===== src/rtl/hs_ram_arbiter.sv =====
// hs_ram_arbiter
//
// Shares the game core's work RAM port between the game CPU and the
// high-score save/restore engine. The core is stalled through PAUSE_N. The
// bus is given a few cycles to settle, then the RAM is granted to the
// high-score engine. When the engine is done, the core stays paused for a
// short hold time before it is released. This block also merges the user
// pause toggle and the OSD pause into pause_n. It drives the dim flag once
// the user has been paused for a long time.
//
// Ports:
//   clk_sys, reset                    system clock, synchronous active-high reset
//   hs_req / hs_gnt                   high-score engine RAM request / grant
//   hs_addr, hs_din, hs_we, hs_dout   high-score engine RAM port
//   cpu_addr, cpu_din, cpu_we, cpu_dout  game CPU RAM port
//   ram_addr, ram_din, ram_we, ram_dout  shared RAM port (1-cycle sync read)
//   user_pause                        debounced pause button level
//   osd_open, osd_pause_en            OSD visible / pause-on-OSD option
//   pause_n                           registered, active-low pause to core
//   dim                               registered, halve video intensity
module hs_ram_arbiter #(
    parameter int AW         = 16,
    parameter int SETTLE     = 4,
    parameter int HOLD       = 2,
    parameter int DIM_CYCLES = 400000000,
    parameter int CW         = 32
) (
    input  logic          clk_sys,
    input  logic          reset,
    input  logic          hs_req,
    output logic          hs_gnt,
    input  logic [AW-1:0] hs_addr,
    input  logic [7:0]    hs_din,
    input  logic          hs_we,
    output logic [7:0]    hs_dout,
    input  logic [AW-1:0] cpu_addr,
    input  logic [7:0]    cpu_din,
    input  logic          cpu_we,
    output logic [7:0]    cpu_dout,
    output logic [AW-1:0] ram_addr,
    output logic [7:0]    ram_din,
    output logic          ram_we,
    input  logic [7:0]    ram_dout,
    input  logic          user_pause,
    input  logic          osd_open,
    input  logic          osd_pause_en,
    output logic          pause_n,
    output logic          dim
);

    localparam int CNT_MAX = (SETTLE > HOLD) ? SETTLE : HOLD;
    localparam int CNTW    = (CNT_MAX > 1) ? $clog2(CNT_MAX) : 1;

    localparam logic [CNTW-1:0] SETTLE_LOAD = CNTW'(SETTLE - 1);
    localparam logic [CNTW-1:0] HOLD_LOAD   = CNTW'(HOLD - 1);
    localparam logic [CW-1:0]   DIM_LIMIT   = CW'(DIM_CYCLES);

    typedef enum logic [1:0] {IDLE, STALL, GRANT, RELEASE} state_t;

    state_t          state, state_next;
    logic [CNTW-1:0] cnt, cnt_next;
    logic            toggle, toggle_next;
    logic            user_prev;
    logic [CW-1:0]   dim_cnt, dim_cnt_next;
    logic            arb_pause_next;

    // Arbiter next state.
    // A dropped request wins over an expiring settle count, so a short
    // request pulse never produces a grant.
    // Re-requesting during RELEASE goes straight back to GRANT. The core
    // has stayed paused, so the bus is already quiet.
    always_comb begin
        state_next = state;
        cnt_next   = cnt;
        case (state)
            IDLE: begin
                if (hs_req) begin
                    state_next = STALL;
                    cnt_next   = SETTLE_LOAD;
                end
            end
            STALL: begin
                if (!hs_req) begin
                    state_next = RELEASE;
                    cnt_next   = HOLD_LOAD;
                end else if (cnt == '0) begin
                    state_next = GRANT;
                end else begin
                    cnt_next = cnt - CNTW'(1);
                end
            end
            GRANT: begin
                if (!hs_req) begin
                    state_next = RELEASE;
                    cnt_next   = HOLD_LOAD;
                end
            end
            RELEASE: begin
                if (hs_req) begin
                    state_next = GRANT;
                end else if (cnt == '0) begin
                    state_next = IDLE;
                end else begin
                    cnt_next = cnt - CNTW'(1);
                end
            end
            default: begin
                state_next = IDLE;
                cnt_next   = '0;
            end
        endcase
    end

    // Pause sources and the dim timer.
    // The timer counts only while the toggle is already set. It stops at
    // the limit instead of wrapping. It clears on the same edge that clears
    // the toggle, so dim drops together with pause_n.
    always_comb begin
        arb_pause_next = (state_next != IDLE);
        toggle_next    = toggle ^ (user_pause & ~user_prev);
        if (!toggle_next) begin
            dim_cnt_next = '0;
        end else if (toggle && (dim_cnt < DIM_LIMIT)) begin
            dim_cnt_next = dim_cnt + CW'(1);
        end else begin
            dim_cnt_next = dim_cnt;
        end
    end

    always_ff @(posedge clk_sys) begin
        if (reset) begin
            state     <= IDLE;
            cnt       <= '0;
            hs_gnt    <= 1'b0;
            pause_n   <= 1'b1;
            toggle    <= 1'b0;
            user_prev <= 1'b0;
            dim_cnt   <= '0;
            dim       <= 1'b0;
        end else begin
            state     <= state_next;
            cnt       <= cnt_next;
            hs_gnt    <= (state_next == GRANT);
            pause_n   <= ~(arb_pause_next | toggle_next | (osd_open & osd_pause_en));
            toggle    <= toggle_next;
            user_prev <= user_pause;
            dim_cnt   <= dim_cnt_next;
            dim       <= (dim_cnt_next >= DIM_LIMIT);
        end
    end

    // The RAM port mux follows the registered state. CPU writes are dropped
    // while the high-score engine owns the RAM.
    always_comb begin
        if (state == GRANT) begin
            ram_addr = hs_addr;
            ram_din  = hs_din;
            ram_we   = hs_we;
        end else begin
            ram_addr = cpu_addr;
            ram_din  = cpu_din;
            ram_we   = cpu_we;
        end
        hs_dout  = ram_dout;
        cpu_dout = ram_dout;
    end

endmodule


===== config.mk =====
export PLATFORM = sky130hd
export DESIGN_NAME = hs_ram_arbiter
export DESIGN_NICKNAME = d
export VERILOG_FILES = /design/src/rtl/hs_ram_arbiter.sv
export SDC_FILE = /design/constraint.sdc
export NUM_CORES = 1
export LEC_CHECK = 0
export ABC_AREA = 1
export BUFFER_PORTS_ARGS = -buffer_cell sky130_fd_sc_hd__buf_2
export CAP_MARGIN = 25
export CORE_UTILIZATION = 55
export CTS_CLUSTER_SIZE = 10
export DETAILED_ROUTE_END_ITERATION = 7
export PLACE_DENSITY = 0.86
export SLEW_MARGIN = 20
export SYNTH_ARGS = -nofsm -noshare
export SYNTH_HDL_FRONTEND = slang
export SYNTH_SLANG_ARGS = --single-unit

===== constraint.sdc =====
create_clock -name clk_sys -period 4 [get_ports clk_sys]
set_input_delay 0.4 -clock clk_sys [delete_from_list [all_inputs] [get_ports clk_sys]]
set_output_delay 0.4 -clock clk_sys [all_outputs]
set_load 0.1 [all_outputs]

==> impl_metrics.env <==
export IMPL_fin_area_um2=3610
export IMPL_cts_buffers=5
export IMPL_netlist_cell_type_count=31
export IMPL_fmax_mhz=370
export IMPL_critPathKind="reg -> out"
export IMPL_drv_cap=0
export IMPL_synth_area_leader_cell="nand2_1"
export IMPL_fill_cells=509
export IMPL_path_common_cell="nand2_1"
export IMPL_antenna_found_initial=0
export IMPL_hp_class="in -> reg"
export IMPL_critPathLaunch="state[1]"
export IMPL_synthToLayoutAreaGrowth_pct=14.8
export IMPL_slew_headroom=0.575
export IMPL_top_layer="met4"
export IMPL_routabilityCongestion=0.967
export IMPL_io_buffers=83
export IMPL_route_met2_wl_mm=4.39
export IMPL_ios=108
export IMPL_fin_tns_setup_ns=0
export IMPL_overflow=0
export IMPL_cts_repair_resize_count=0
export IMPL_min_period_ns=2.70
export IMPL_post_cts_setup_buffers=0
export IMPL_nets=703
export IMPL_timing_final_crit_share=0.676
export IMPL_fp_dieH_um=77.6
export IMPL_timing_rr_start="dim_cnt[0]"
export IMPL_holdCritStartpoint="user_pause"
export IMPL_vias=3727
export IMPL_grt_first_pass_wirelength_mm=15.1
export IMPL_synth_seq_cells=41
export IMPL_postSynthNetCount=640
export IMPL_p_per_area_nw_per_um2=425
export IMPL_row_count=27
export IMPL_dp_hpwl_mm=7.02
export IMPL_routedWlPerCell_um=12.7
export IMPL_die_area_um2=6020
export IMPL_die_x_um=77.6
export IMPL_grt_usage=0.314
export IMPL_critPathArrivalTime_ns=2.30
export IMPL_skew_ns=0.00666
export IMPL_cts_tree="yes"
export IMPL_first_iter_violations=387
export IMPL_numClockSinks=41
export IMPL_worst_path_max_delay_cell="clkinv_1"
export IMPL_routed_wl_mm=9.03
export IMPL_antenna_cells=0
export IMPL_worstPathCellList="inv_1 > nor2_1 > buf_4 > clkinv_1 > nand2_1 > nand2_1 > buf_2"
export IMPL_netlist_area_um2=3140
export IMPL_endpoint_kind="output port"
export IMPL_yosysSeqAreaShare=0.261
export IMPL_routed_via_density=5.24
export IMPL_p_leak_uw=0.00172
export IMPL_synth_area_top_cells="nand2_1, dfxtp_1, nor2_1, inv_1, nand3_1"
export IMPL_hold_violations=0
export IMPL_yosysTopAreaCellShare=0.295
export IMPL_insertion_delay_ns=0.30
export IMPL_clk_pin_slew_worst_paths_ns=0.08
export IMPL_finalSetupViolCount=0
export IMPL_first_pass_iters=5
export IMPL_placed_area_um2=3470
export IMPL_rsz0062_at_grt="false"
export IMPL_grt_max_degree=28
export IMPL_max_stage_delay_ns=0.58
export IMPL_ir_worst_vdd_v=0.000496
export IMPL_start_kind="register"
export IMPL_cts_root_buf="clkbuf_8"
export IMPL_coreArea_um2=5510
export IMPL_ant_nets=0
export IMPL_remaining_drc_errors=0
export IMPL_worstMarginPinSlew_ns=0.634
export IMPL_met1_length_mm=3.54
export IMPL_avgSynthCellArea_um2=5.47
export IMPL_grt_pass1_vias=3431
export IMPL_critPathMaxFanout=27
export IMPL_cts_buffer_depth=2
export IMPL_slew_violations=0
export IMPL_start_util=0.571
export IMPL_syn_inst=575
export IMPL_wl_met3_um=779
export IMPL_htreeDepth=2
export IMPL_yosys_warnings=0
export IMPL_status="finished clean"
export IMPL_drive_gt1_frac=0.182
export IMPL_crit_required_ns=3.60
export IMPL_cts_hold_buf=0
critical path, delay by kind of cell (launching register included):
kind | cells | cell delay, ns
AND/OR/NAND/NOR | 3 | 0.39
flip-flops | 1 | 0.40
buffers and inverters | 4 | 1.20
logic make-up (layout without fill, tap and decap cells):
| kind of cell | Yosys count | in the layout | synth area share |
|---|---|---|---|
| buffers and inverters | 82 | 146 | 0.123 |
| AND/OR/NAND/NOR | 412 | 412 | 0.534 |
| adder cells (fa/ha/maj) | 1 | 1 | 0.00398 |
| AO/OA/AOI/OAI | 32 | 32 | 0.0581 |
| flip-flops | 41 | 41 | 0.261 |
| XOR/XNOR | 7 | 7 | 0.0195 |
report_power, final:
part	switching (µW)	leakage, µW	internal, µW
sequential	17.8	0.000333	426
combinational	579	0.00132	111
clock	151	0.0000681	248
total	748	0.00172	785
routing by layer:
layer	global-route usage	vias to the layer above
met5	0	-
met4	0.140	0
met3	0.0424	31
met2	0.570	199
met1	0.364	1622
li1	-	1875
layout make-up:
class / instances / area (µm²) / share of cell area
timing repair buffer: 85 / 430 / 0.119
clock inverter: 3 / 65.1 / 0.0180
inverter: 53 / 199 / 0.0551
tap: 72 / 90.1 / 0.0250
multi-input combinational: 452 / 1930 / 0.536
sequential: 41 / 821 / 0.227
clock buffer: 5 / 68.8 / 0.0191
metrics by stage:
stage / hold slack (ns) / power, µW / utilization / std cells / setup WS [ns]
finish: 0.322 / 1530 / 0.655 / 711 / 1.30
global route: 0.376 / 1590 / 0.655 / 711 / 1.12
CTS: 0.326 / 1540 / 0.655 / 711 / 1.32
detailed placement: 0.471 / 1140 / 0.631 / 703 / 1.66
global placement: 0.466 / 1130 / 0.631 / 703 / 1.70
floorplan: 0.451 / 1100 / - / 575 / 1.80
cells in the mapped netlist:
master    number
ha_1           1
xor2_1         4
nand4_1        8
buf_4         16
buf_6          2
a31oi_1        1
xnor2_1        3
o311ai_0       1
a21oi_2        1
a21oi_1       14
o21bai_1       1
nand2_2        6
o21a_1         1
nand2_1      247
nor2_1        99
nand3_2        1
clkinv_1       1
nor2_2        13
dfxtp_1       41
or3_1          1
nand2_4        1
inv_1         51
buf_2          4
inv_2          1
nor3b_1        1
clkbuf_1       7
o21ai_0       10
a221oi_1       1
nand3_1       35
o211ai_1       1
a22oi_1        1
cells in the final DEF, fill, tap and decap left out, types with 2 or more instances in the layout:
cell type,Yosys,layout
a21oi_1,14,14
buf_2,4,83
buf_4,16,2
bufinv_16,0,2
clkbuf_8,0,5
dfxtp_1,41,41
inv_1,51,51
nand2_1,247,247
nand2_2,6,6
nand3_1,35,35
nand4_1,8,8
nor2_1,99,99
nor2_2,13,13
o21ai_0,10,10
xnor2_1,3,3
xor2_1,4,4
registers in the layout (all words and copies together) (netlist names):
name / cells
hs_gnt: 1
state: 2
toggle: 1
dim: 1
user_prev: 1
cnt: 2
dim_cnt: 32
pause_n: 1
final timing paths:
path,to,slack [ns],cells past startpoint
min,user_prev,0.32,3
max,ram_addr[8],1.30,7
min reg2reg,dim_cnt[30],0.48,2
max reg2reg,dim,1.73,13
Note: power is estimated with default switching activity, not from simulation.
